<file path="config.mk">
export PLATFORM = sky130hd
export DESIGN_NAME = axi_lite_slave_regs
export DESIGN_NICKNAME = d
export VERILOG_FILES = /design/src/rtl/axi_lite_pkg.sv /design/src/rtl/axi_lite_wr_join.sv /design/src/rtl/axi_lite_slave_regs.sv
export SDC_FILE = /design/constraint.sdc
export NUM_CORES = 1
export LEC_CHECK = 0
export BUFFER_PORTS_ARGS = -buffer_cell sky130_fd_sc_hd__buf_2
export CAP_MARGIN = 10
export CORE_ASPECT_RATIO = 1.75
export CORE_MARGIN = 2
export CORE_UTILIZATION = 59
export DETAILED_ROUTE_END_ITERATION = 8
export PLACE_DENSITY = 0.86
export SYNTH_ARGS = -nofsm -noshare
export SYNTH_HDL_FRONTEND = slang
export SYNTH_SLANG_ARGS = --single-unit
</file>
<file path="constraint.sdc">
create_clock -name ACLK -period 4.3 [get_ports ACLK]
set_input_delay 0.43 -clock ACLK [delete_from_list [all_inputs] [get_ports ACLK]]
set_output_delay 0.43 -clock ACLK [all_outputs]
set_load 0.05 [all_outputs]
</file>
<file path="src/rtl/axi_lite_pkg.sv">
// axi_lite_pkg: response codes and byte-strobe merge shared by the AXI-Lite register slave.
package axi_lite_pkg;

    localparam logic [1:0] RESP_OKAY   = 2'b00;
    localparam logic [1:0] RESP_SLVERR = 2'b10;

    function automatic logic [31:0] strb_merge(input logic [31:0] old, input logic [31:0] data,
                                               input logic [3:0] strb);
        logic [31:0] m;
        m = old;
        for (int b = 0; b < 4; b++)
            if (strb[b]) m[8*b +: 8] = data[8*b +: 8];
        return m;
    endfunction

endpackage

</file>
<file path="src/rtl/axi_lite_wr_join.sv">
// axi_lite_wr_join: one-deep AW and W holding slots joined into a single register commit plus B response.
module axi_lite_wr_join
    import axi_lite_pkg::*;
#(
    parameter int ADDR_W   = 32,
    parameter int DATA_W   = 32,
    parameter int NUM_REGS = 8,
    parameter int IDX_W    = $clog2(NUM_REGS)
) (
    input  logic              clk,
    input  logic              rst_n,
    input  logic              aw_valid,
    output logic              aw_ready,
    input  logic [ADDR_W-1:0] aw_addr,
    input  logic              w_valid,
    output logic              w_ready,
    input  logic [DATA_W-1:0] w_data,
    input  logic [3:0]        w_strb,
    output logic              b_valid,
    input  logic              b_ready,
    output logic [1:0]        b_resp,
    output logic              wr_en,
    output logic [IDX_W-1:0]  wr_idx,
    output logic [DATA_W-1:0] wr_data,
    output logic [3:0]        wr_strb
);

    logic              aw_held, w_held, hit, commit;
    logic [ADDR_W-1:0] addr_hold;

    assign aw_ready = rst_n && !aw_held;
    assign w_ready  = rst_n && !w_held;
    assign hit      = addr_hold < ADDR_W'(NUM_REGS * 4);
    // A pending B blocks the commit so the held pair waits for the response to drain
    assign commit   = aw_held && w_held && !b_valid;
    assign wr_en    = commit && hit;
    assign wr_idx   = addr_hold[2 +: IDX_W];

    always_ff @(posedge clk or negedge rst_n)
        if (!rst_n) begin
            aw_held   <= 1'b0;
            w_held    <= 1'b0;
            addr_hold <= '0;
            wr_data   <= '0;
            wr_strb   <= '0;
            b_valid   <= 1'b0;
            b_resp    <= RESP_OKAY;
        end else begin
            if (commit) aw_held <= 1'b0;
            else if (aw_valid && aw_ready) begin
                aw_held   <= 1'b1;
                addr_hold <= aw_addr;
            end
            if (commit) w_held <= 1'b0;
            else if (w_valid && w_ready) begin
                w_held  <= 1'b1;
                wr_data <= w_data;
                wr_strb <= w_strb;
            end
            if (commit) begin
                b_valid <= 1'b1;
                b_resp  <= hit ? RESP_OKAY : RESP_SLVERR;
            end else if (b_ready) b_valid <= 1'b0;
        end

endmodule

</file>
<file path="src/rtl/axi_lite_slave_regs.sv">
// axi_lite_slave_regs: AXI4-Lite slave with NUM_REGS byte-strobed registers and readback.
module axi_lite_slave_regs
    import axi_lite_pkg::*;
#(
    parameter int ADDR_W   = 32,
    parameter int DATA_W   = 32,
    parameter int NUM_REGS = 8
) (
    input  logic                       ACLK,
    input  logic                       ARESETn,
    input  logic                       AWVALID,
    output logic                       AWREADY,
    input  logic [ADDR_W-1:0]          AWADDR,
    input  logic [2:0]                 AWPROT,
    input  logic                       WVALID,
    output logic                       WREADY,
    input  logic [DATA_W-1:0]          WDATA,
    input  logic [3:0]                 WSTRB,
    output logic                       BVALID,
    input  logic                       BREADY,
    output logic [1:0]                 BRESP,
    input  logic                       ARVALID,
    output logic                       ARREADY,
    input  logic [ADDR_W-1:0]          ARADDR,
    input  logic [2:0]                 ARPROT,
    output logic                       RVALID,
    input  logic                       RREADY,
    output logic [DATA_W-1:0]          RDATA,
    output logic [1:0]                 RRESP,
    output logic [NUM_REGS*DATA_W-1:0] o_regs
);

    localparam int IDX_W = $clog2(NUM_REGS);

    logic [DATA_W-1:0] regs [NUM_REGS];
    logic              wr_en, ar_hit, unused;
    logic [IDX_W-1:0]  wr_idx, ar_idx;
    logic [DATA_W-1:0] wr_data;
    logic [3:0]        wr_strb;

    assign unused = ^{AWPROT, ARPROT};

    axi_lite_wr_join #(
        .ADDR_W(ADDR_W), .DATA_W(DATA_W), .NUM_REGS(NUM_REGS), .IDX_W(IDX_W)
    ) u_wr_join (
        .clk(ACLK), .rst_n(ARESETn),
        .aw_valid(AWVALID), .aw_ready(AWREADY), .aw_addr(AWADDR),
        .w_valid(WVALID), .w_ready(WREADY), .w_data(WDATA), .w_strb(WSTRB),
        .b_valid(BVALID), .b_ready(BREADY), .b_resp(BRESP),
        .wr_en(wr_en), .wr_idx(wr_idx), .wr_data(wr_data), .wr_strb(wr_strb)
    );

    assign ARREADY = ARESETn && !RVALID;
    assign ar_hit  = ARADDR < ADDR_W'(NUM_REGS * 4);
    assign ar_idx  = ARADDR[2 +: IDX_W];

    always_ff @(posedge ACLK or negedge ARESETn)
        if (!ARESETn) begin
            for (int i = 0; i < NUM_REGS; i++) regs[i] <= '0;
        end else if (wr_en) regs[wr_idx] <= strb_merge(regs[wr_idx], wr_data, wr_strb);

    // Read samples the flops before a same-edge commit lands, so it returns the old value
    always_ff @(posedge ACLK or negedge ARESETn)
        if (!ARESETn) begin
            RVALID <= 1'b0;
            RDATA  <= '0;
            RRESP  <= RESP_OKAY;
        end else if (ARVALID && ARREADY) begin
            RVALID <= 1'b1;
            RDATA  <= ar_hit ? regs[ar_idx] : '0;
            RRESP  <= ar_hit ? RESP_OKAY : RESP_SLVERR;
        end else if (RREADY) RVALID <= 1'b0;

    for (genvar g = 0; g < NUM_REGS; g++) begin : g_out
        assign o_regs[g*DATA_W +: DATA_W] = regs[g];
    end

endmodule
</file>
==> reports/results.txt <==
Hold WS: 98.97 ps
Endpoint of the worst hold-timing path: RVALID$_DFFE_PN0P_
Area fraction in compound gates after synthesis: 0.1195
Number of hold buffers added after cts: 1
Wirelength per Cell: 28.14 um
Worst setup skew after layout: 20.44 ps
First element of the critical path: u_wr_join.addr_hold[2]$_DFFE_PN0P_
Share of cells above drive strength 1: 0.4848
Dominant cell by count in the synthesized netlist: sky130_fd_sc_hd__dfrtp_1
Capturing element type of the critical path: register
Worst reg2reg setup slack: 1210 ps
X dimension of the die: 138.9 um
Worst Setup Start Kind: register
Maximum vdd ir drop: 506.6 uV
Post-detailed-routing wire length: 61.24 mm
Count of buffers added by post-CTS timing repair for setup: 0
Least-Margin Pin Slew: 1018 ps
Post-synthesis cell type count: 54
Relative contribution of sequential cells to total power: 0.420
I/O pin cnt: 410
Final Max Tran Viols: 0
Simple-gate portion of the synthesized area: 0.06359
Die outline height: 240.1 um
Global-route wire length before repair: 92.00 mm
Count of input and output buffers: 397
Number of warnings reported in the yosys synthesis log: 0
Clock net sink count: 360
Register Area: 0.009015 mm2
Crit Path Class: reg2reg
Area share of xor/xnor cells in the synthesized design: 0
Number of cells traversed by the worst hold path: 2
Final clock period utilization by the worst path: 0.7178
Leading register cell type out of synthesis: sky130_fd_sc_hd__dfrtp_1
Mapped Cells: 1,402
Register bit total from synthesis: 360
Total Die Area: 0.03335 mm2
Number of flops mapped to enable cells by yosys: 0
Slew HR: 0.3213
Outcome: complete, no violations
Post-Synthesis Cell Area: 0.01879 mm2
Top fanout value on the critical path: 32
Number of violations reported at the end of detailed-routing iteration 0: 1,564
Count of antenna-violating nets left after detailed routing: 0
GRT Resource Usage Total: 0.3614
Final HPWL from detailed placement: 40.73 mm
Synth cell count leaders: sky130_fd_sc_hd__dfrtp_1 (360), sky130_fd_sc_hd__mux2_2 (220), sky130_fd_sc_hd__o31ai_1 (163)
Met3 layer wire length in the routed design: 5.183 mm
Async set-or-reset flop fraction in the synthesized netlist: 1.000
Initial antenna violation count: 4
GPL Wtd Cong: 0.9041
Dominant combinational cell family by area after synthesis: multiplexers
Reg2reg start: u_wr_join.addr_hold[2]$_DFFE_PN0P_
Via count of the first global-routing pass: 15,499
Clock latency at the later pin of the worst-skew pair: 530 ps
Area growth from synthesis to final layout: 18.10%
Total negative slack for setup checks: 0 ps
Combinational cell fraction of total power: 0.285
Count of endpoints failing hold in the final timing report: 0
Max Freq: 324.0 MHz
Inserted Clock Buffers: 34
Minimum period implied by the final worst setup slack: 3086 ps
Maximum number of pins on one net before global-route repair: 153
TritonRoute pass-1 iters: 6
Total of endpoints with negative setup slack in the final report: 0
Final instance area: 0.02219 mm2
FILL cells: 2,135
Share of the synthesized area in the top cell type: 0.4794
Mean instance size in the synthesized netlist: 13.40 um2
Average via count per standard cell: 6.856
Instance area at placement: 0.02106 mm2
Worst hold-check path type: in2reg
Level count of the clock H-tree: 2
Sequential share of the synthesized area: 0.4794
Synth area leaders: sky130_fd_sc_hd__dfrtp_1 (48%), sky130_fd_sc_hd__mux2_2 (13%), sky130_fd_sc_hd__mux4_2 (10%), sky130_fd_sc_hd__o31ai_1 (6.5%), sky130_fd_sc_hd__mux2i_1 (5.2%)
Total area of multi-input combinational cells: 0.009224 mm2
Cell at the root of the clock tree: sky130_fd_sc_hd__clkbuf_16
Initial Util: 0.5980
Grt total ovfl: 0
R2R Path End: o_regs[224]$_DFFE_PN0P_
Net load switching power: 3751 uW
Share of total power consumed by net switching: 0.3676
Number of remaining DRC errors: 0
Int Pwr: 6453 uW
Placeable core region: 0.03142 mm2
Number of gates resized after CTS: 0
Fraction of the mapped netlist area in adder cells: 0
Worst endpoint required time: 4700 ps
Wire length on met1: 20.93 mm
Part of the power in the clock network: 0.295
Number of cells on the worst reg-to-reg path: 4
PD cells: 459.9 mW/mm2
Multiplexer fraction of the synthesized cell area: 0.3049
Bufs on Longest Clock Path: 3
Setup repair after global routing missed its margin: false
Number of vias after detailed routing: 14,918
Row count: 86
CTS tree: yes
Clock-pin slew reported for the worst setup and hold paths after clock tree synthesis: 70 ps
Leakage power of the design: 0.01086 uW
Wire length on met2: 30.22 mm
Max_cap viols: 0
Non-filler cells, final: 2,176
Start point of the worst hold path: RREADY
Number of placed cells counting well taps: 2,111
Data arrival at the endpoint of the critical path: 3480 ps
Highest routed metal layer: met4
Dominant cell type by area after synthesis: sky130_fd_sc_hd__dfrtp_1
Net count of the finished layout: 1,866
## power groups by stage
stage          combinational [uW]  clock [uW]  sequential [uW]
2_1_floorplan                2150           0             3990
3_3_place_gp                 2740           0             4280
3_5_place_dp                 2830           0             4310
4_1_cts                      2850        3030             4260
5_1_grt                      3040        3140             4320
6_report                     2910        3010             4280
## placed cells by master (no fill, tap or decap), drive strengths merged, types with 3 or more instances in the layout
master	count
a211oi	6
inv	10
nor3	4
nand2	66
a2bb2oi	12
nor2b	8
clkinv	10
nor2	19
a21boi	4
nand3b	13
or3	3
nand3	7
mux4	86
o2bb2ai	14
a31oi	10
and4	3
mux2	243
a21oi	7
nand2b	26
a221oi	13
clkbuf	53
a2111oi	6
buf	432
diode	4
mux2i	98
dfrtp	360
and3b	23
nand4	4
o21ai	46
o31ai	163
nor4	14
## metal layers
metal,vias up,global-route usage
li1,6118,-
met1,7575,0.4293
met2,942,0.5913
met3,283,0.06851
met4,0,0.2623
met5,-,0
## area by class of cell
class,count,area share
clock buffer,53,0.04612
sequential,360,0.4062
timing repair buffer,433,0.1039
inverter,15,0.002537
clock inverter,6,0.002819
tap,396,0.02233
multi-input combinational,909,0.4157
antenna,4,0.0004511
## state kept, by name, indices dropped and copies added, names as in the netlist
register	count
o_regs	256
RDATA	32
u_wr_join.wr_data	32
u_wr_join.addr_hold	30
u_wr_join.wr_strb	4
RRESP	1
RVALID	1
u_wr_join.aw_held	1
u_wr_join.b_resp	1
u_wr_join.b_valid	1
u_wr_join.w_held	1
## worst max-delay path by stage
stage                         endpoint  slack [ps]  cells after the start
2_1_floorplan    RDATA[10]$_DFFE_PN0P_        1590                      5
3_3_place_gp   o_regs[224]$_DFFE_PN0P_        1300                      4
3_5_place_dp   o_regs[224]$_DFFE_PN0P_        1260                      4
4_1_cts        o_regs[224]$_DFFE_PN0P_        1220                      4
5_1_grt        o_regs[224]$_DFFE_PN0P_        1120                      4
6_report       o_regs[224]$_DFFE_PN0P_        1210                      4
## cell families (layout without fill, tap and decap cells)
kind of cell | count (synthesis) | in the layout
mux | 427 | 427
flops | 360 | 360
compound gates | 285 | 285
simple gates | 195 | 195
buf+inv | 134 | 507
other cells | 1 | 6
## metrics by stage
stage / worst slack (ps) / utilization / power, uW
2_1_floorplan: 1586 / - / 6137
3_3_place_gp: 1304 / 0.6702 / 7021
3_5_place_dp: 1260 / 0.6702 / 7137
4_1_cts: 1220 / 0.7051 / 10130
5_1_grt: 1123 / 0.7063 / 10510
6_report: 1214 / 0.7063 / 10200
## critical path, cell delays in order (launching register included)
cell,delay [ps]
sky130_fd_sc_hd__dfrtp_2,760
sky130_fd_sc_hd__inv_2,430
sky130_fd_sc_hd__buf_4,350
sky130_fd_sc_hd__or4_4,930
sky130_fd_sc_hd__mux2_1,440
(Power assumes the default switching activity.)
